File: src/rtl/io_in_debounce.sv
// Input-pad conditioner: synchronizes an asynchronous pin into real_clk, debounces it with a
// stability counter and reports the accepted level, edge strobes and a saturating edge count.
module io_in_debounce #(
   parameter int unsigned SYNC_STAGES     = 2,
   parameter int unsigned DEBOUNCE_CYCLES = 4,
   parameter int unsigned CNT_W           = 8,
   parameter logic        INIT            = 1'b0
) (
   input  logic             real_clk,
   input  logic             real_rst,
   input  logic             pin_in,
   input  logic             en,
   input  logic             clr_cnt,
   output logic             level,
   output logic             rise,
   output logic             fall,
   output logic [CNT_W-1:0] edge_cnt,
   output logic             busy
);

   localparam int unsigned StabW = $clog2(DEBOUNCE_CYCLES + 1);
   localparam logic [StabW-1:0] StabLast = StabW'(DEBOUNCE_CYCLES - 1);

   logic [SYNC_STAGES-1:0] sync_q, sync_d;
   logic [StabW-1:0]       stab_q, stab_d;
   logic                   level_q, level_d;
   logic                   rise_q, rise_d;
   logic                   fall_q, fall_d;
   logic [CNT_W-1:0]       edge_cnt_q, edge_cnt_d;
   logic                   s_out;
   logic                   accept;

   // Only the next stage taps sync_q[0]; the decision logic sees the last stage alone.
   assign s_out = sync_q[SYNC_STAGES-1];

   always_comb begin
      sync_d     = {sync_q[SYNC_STAGES-2:0], pin_in};
      stab_d     = '0;
      level_d    = level_q;
      rise_d     = 1'b0;
      fall_d     = 1'b0;
      accept     = 1'b0;
      edge_cnt_d = edge_cnt_q;

      if (en && (s_out != level_q)) begin
         if (stab_q == StabLast) begin
            level_d = s_out;
            accept  = 1'b1;
            rise_d  = s_out;
            fall_d  = ~s_out;
         end else begin
            stab_d = stab_q + 1'b1;
         end
      end

      // A clear wins over a transition accepted on the same edge.
      if (clr_cnt) begin
         edge_cnt_d = '0;
      end else if (accept && (edge_cnt_q != '1)) begin
         edge_cnt_d = edge_cnt_q + 1'b1;
      end
   end

   always_ff @(posedge real_clk or posedge real_rst) begin
      if (real_rst) begin
         sync_q     <= {SYNC_STAGES{INIT}};
         stab_q     <= '0;
         level_q    <= INIT;
         rise_q     <= 1'b0;
         fall_q     <= 1'b0;
         edge_cnt_q <= '0;
      end else begin
         sync_q     <= sync_d;
         stab_q     <= stab_d;
         level_q    <= level_d;
         rise_q     <= rise_d;
         fall_q     <= fall_d;
         edge_cnt_q <= edge_cnt_d;
      end
   end

   assign level    = level_q;
   assign rise     = rise_q;
   assign fall     = fall_q;
   assign edge_cnt = edge_cnt_q;
   assign busy     = (stab_q != '0);

endmodule

File: config.mk
export PLATFORM = sky130hd
export DESIGN_NAME = io_in_debounce
export DESIGN_NICKNAME = d
export VERILOG_FILES = /design/src/rtl/io_in_debounce.sv
export SDC_FILE = /design/constraint.sdc
export NUM_CORES = 1
export LEC_CHECK = 0
export ABC_AREA = 1
export BUFFER_PORTS_ARGS = -buffer_cell sky130_fd_sc_hd__buf_2
export CAP_MARGIN = 20
export CORE_UTILIZATION = 25
export CTS_BUF_LIST = sky130_fd_sc_hd__clkbuf_8 sky130_fd_sc_hd__clkbuf_16
export CTS_CLUSTER_DIAMETER = 150
export CTS_CLUSTER_SIZE = 20
export DETAILED_ROUTE_END_ITERATION = 7
export GPL_TIMING_DRIVEN = 1
export SYNTH_ARGS = -nofsm -noshare
export SYNTH_HDL_FRONTEND = slang
export SYNTH_SLANG_ARGS = --single-unit
File: constraint.sdc
create_clock -name real_clk -period 1.2 [get_ports real_clk]
set_clock_uncertainty 0.15 [all_clocks]
set_input_delay 0.24 -clock real_clk [delete_from_list [all_inputs] [get_ports real_clk]]
set_output_delay 0.24 -clock real_clk [all_outputs]
set_load 0.1 [all_outputs]
Word level (Yosys, flattened, before mapping)
Index checks and enable logic that the tools add are counted.

$add $sub $neg: 2. Multiply operators: 0. Div/mod/pow operators: 0. Order comparisons: 0. Eq/ne operators: 3. Shift-type cells: 0. Mux-type cells: 10. Bitwise logic cells: 1. Reductions and logical operators: 5.

Operator list (number): $mux W8 (2); $add A8 B1 Y8 const B (1); $ne A8 B8 Y1 const B (1); $mux W1 (6); $mux W3 (2); $add A3 B1 Y3 const B (1); $eq A3 B2 Y1 const B (1); $reduce_bool A3 Y1 (1); $logic_and A1 B1 Y1 (2); $reduce_and A2 Y1 (1); $reduce_bool A2 Y1 (1); $ne A1 B1 Y1 (1); $not A1 Y1 (1).

Register bits after elaboration: 16. Latch bits: 0. RAM bits: 0. Memory bits (read-only): 0. Memories: 0.

Depth between registers and ports, before layout
Word-level depth: 6. Mapped depth: 8. Mapped depth without buffers: 8.

Worst setup path after synthesis
No wires, ideal clock.

Path kind: register -> register. Start point: register edge_cnt_q[1] (netlist: edge_cnt[1]). End point: register edge_cnt_q[3] (netlist: edge_cnt[3]). Setup time: 0.121 ns. Data arrival time: 1.816 ns. Setup slack: -0.887 ns. Cell stages (with the launch flop): 9. Path buffers: 0. Path through: dfrtp_1 ha_1 nand2_2 nor2_2 nand2_2 nand3_4 nand2_4 nand2_1 nand2_1.

Cells in the longest elaborated chain, start to end: 3.

RTL lines: from (decl) (line 29) `logic [CNT_W-1:0] edge_cnt_q, edge_cnt_d;`; from (signal assigned) (line 78) `edge_cnt_q <= edge_cnt_d;`; $add A8 B1 Y8 or $ne A8 B8 Y1 (tied branches) (line 60, 59); $mux W8 or $logic_and A1 B1 Y1 (tied branches) (line 59) `end else if (accept && (edge_cnt_q != '1)) begin`; $mux W8 or $reduce_bool A2 Y1 (tied branches).

Several ways; a longest one is shown, not always the timed one. The select of a mux whose other input is x is not followed. A chain may end at the register's enable or synchronous reset.

Worst setup path in the final report
Start point: register stab_q[0]. End point: output busy.

Cells in the longest elaborated chain, start to end: 1.

RTL lines: from (decl) (line 25) `logic [StabW-1:0] stab_q, stab_d;`; from (signal assigned) (line 74) `stab_q <= stab_d;`; $reduce_bool A3 Y1 (line 86) `assign busy = (stab_q != '0);`; to (decl) (line 18) `output logic busy`.

Every way passes these cells.

==> summary.md <==
| Metric | Value |
|---|---|
| Status | `finished, violations left` |
| Failing checks | `negative setup slack` |
| Layout cells sized above 1 | `0.6196` |
| Min-Delay Path Class | `in2reg` |
| Seq/Total Area, Yosys | `0.4476` |
| Detailed Routing Iterations Pass 1 | `4` |
| IO buf count | `16` |
| Largest net degree at the start of global routing | `17` |
| Number of global-route vias before repair | `965` |
| Detailed-route via count | `about 930` |
| Mean Syn Cell Area | `between 8 and 9 µm²` |
| GPL Wtd Cong | `between 0.8 and 0.9` |
| WL final | `2.555 mm` |
| Startpoint types | `register` |
| Commonest non-fill, non-tap cells in the layout | `buf_4, nand2_1, buf_12, buf_6, nand3_1` |
| Max Root-Sink Buffers | `2` |
| Final instance area | `between 1500 and 2000 µm²` |
| Final setup vio count | `26` |
| Area of the multi-input gates | `between 500 and 600 µm²` |
| Maximum fanout along the worst path | `2` |
| Post-route ant nets | `0` |
| Max cap viols | `0` |
| Worst skew pair latency | `between 0.2 and 0.3 ns` |
| Crit-path cells | `buf_6 -> inv_4 -> ha_4 -> nand2_4 -> buf_12` |
| HPWL after DPL | `1.601 mm` |
| RSZ-0062 raised after global routing | `true` |
| Final period utilization | `1.281` |
| Mapped Cells | `approximately 110` |
| Placed inst area | `~1400 µm²` |
| Final #Nets | `172` |
| Worst path max stage delay | `0.39 ns` |
| CP delay by family, top | `flip-flops` |
| Number of top-level pins | `17` |
| Initial Util | `0.2639` |
| R2R setup slack | `-0.32 ns` |
| Vias/cell | `about 4.4` |
| FF/Latch Area | `about 420 µm²` |
| Power per cell area | `713.6 nW/µm²` |
| CP Data Arrival Time | `between 1 and 1.5 ns` |
| Critical Path RT | `about 0.8 ns` |
| Final Hold Fails | `0` |
| Site Rows | `21` |
| Diodes inserted | `0` |
| Warnings, synthesis | `0` |
| Width of the die | `roughly 62 µm` |
| Initial antenna violation count | `0` |
| Post-Syn Nets | `between 100 and 150` |
| Cts bufs inserted | `3` |
| Die ar. | `3822 µm²` |
| Worst-Margin Slew | `0.2492 ns` |
| Die Ht | `between 60 and 70 µm` |
| CTS sink cnt | `16` |
| Number of synthesized register bits | `16` |
| Slew headroom | `0.8333` |
| LEAKAGE | `approximately 0.82 nW` |
| Max IR drop VDD | `about 0.4 mV` |
| Root Driver | `clkbuf_8` |
| H-tree lvl count | `1` |
| Synth cell types | `20` |
| DR iter-0 viols | `47` |
| Synth-to-layout area growth | `94.69%` |
| Buf+Inv Stages, Crit Path | `3` |
| Final Slew Violations | `0` |
| Non-Filler Instances | `between 200 and 250` |
| All-Layer GR Usage | `0.1468` |
| First-pass GRT wire length | `4.091 mm` |
| Setup WS pre-CTS | `-0.2368 ns` |
| Filler cells | `between 300 and 400` |
| Final min period | `between 1.5 and 2 ns` |
| Synth Cell Area | `between 800 and 900 µm²` |
| Highest clock rate | `0.6506 GHz` |
| # placed instances | `about 190` |
| Clock slew at reported path FFs | `roughly 0.07 ns` |
| Drt drc | `0` |
| Core Region | `3390 µm²` |
| Crit-path slowest cell | `dfrtp_1` |
| Commonest non-fill, non-tap cell in the layout | `buf_4` |
| Util after Layout | `0.5138` |
| CTS tree | `yes` |
| Remaining global-route overflow | `0` |
| Final Worst Setup Slack | `-0.3370 ns` |
| Setup crit end kind | `output pin` |
| Critical path type | `reg2out` |
| Wire length per cell | `around 12 µm` |
| Hold_ws | `~0.15 ns` |
==> path summary, 6_finish.rpt <==
kind / start / to / cells after the start
worst max-delay path: stab_q[0] / busy / 5
worst min-delay path: clr_cnt / edge_cnt[3] / 4
worst max register to register: edge_cnt[0] / edge_cnt[6] / 8
worst min register to register: sync_q[0] / sync_q[1] / 0
max in group asynchronous: real_rst / level / 4
min in group asynchronous: real_rst / edge_cnt[5] / 4
==> power breakdown <==
part	switching, W	total, W	internal [W]
clock	0.000191	0.000482	0.000291
sequential	0.00000829	0.000558	0.000550
combinational	0.000117	0.000202	0.0000851
==> what timing repair did <==
action                                  in CTS  in global routing
pin swaps                                    3                  5
endpoints found under the setup margin      25                 26
gates cloned                                 1                  0
setup buffers                               14                  2
gates resized for setup                     18                 15
hold buffers                                 2                  0
endpoints found under the hold margin       17                  0
==> synth_stat cells <==
cell type / number / area (µm²)
o21ai_0: 1 / 5.000
buf_2: 1 / 5.000
nand2_1: 25 / 93.84
nand2_4: 2 / 22.52
a21oi_1: 1 / 5.000
inv_1: 11 / 41.29
o21bai_1: 2 / 15.01
inv_2: 4 / 15.01
nor3_1: 3 / 15.01
nand3_4: 1 / 17.52
o21ai_1: 1 / 5.000
nor2_1: 7 / 26.28
nand2_2: 4 / 25.02
nor2_2: 4 / 25.02
xor2_1: 1 / 8.760
nor2_8: 2 / 40.04
nand3_1: 16 / 80.08
ha_1: 3 / 37.54
dfrtp_1: 16 / 400.4
nor2_4: 1 / 11.26
==> worst reg2reg max path: cells and delay by family, from the launching register on <==
family,cells,cell delay (ns)
AND/OR/NAND/NOR,6,0.58
flip-flops,1,0.50
adder cells (fa/ha/maj),1,0.18
buffers and inverters,1,0.04
==> state kept, by name, indices dropped and copies added, names as in the netlist <==
signal    count
fall          1
level         1
rise          1
stab_q        3
sync_q        2
edge_cnt      8
==> cells by family after synthesis <==
group | synth area share
and+or+nand+nor | 0.3986
buffers and inverters | 0.06852
DFF | 0.4475
AOI/OAI and AO/OA | 0.03355
adders and majority gates | 0.04196
xor gates and xnor gates | 0.009792
==> cell type report <==
class                           count  area share
Clock buffer                        4     0.03161
Inverter                           15     0.03951
Multi-Input combinational cell     75      0.3161
Sequential cell                    16      0.2421
Tap cell                           46     0.03305
Timing Repair Buffer               53      0.3376
==> metrics by stage <==
stage               total power, W  TNS [ns]
floorplan                0.0006656    -3.588
global placement         0.0007268    -2.082
detailed placement       0.0007330    -2.478
CTS                       0.001257    -4.584
global route              0.001313    -5.681
finish                    0.001243    -4.611
==> layer usage <==
layer	GRT usage	wire, µm
met5	0	0
met3	0.04141	153
met4	0.03810	52
met1	0.1609	959
met2	0.2765	1390
No activity file was read; power rests on OpenSTA's default activity.
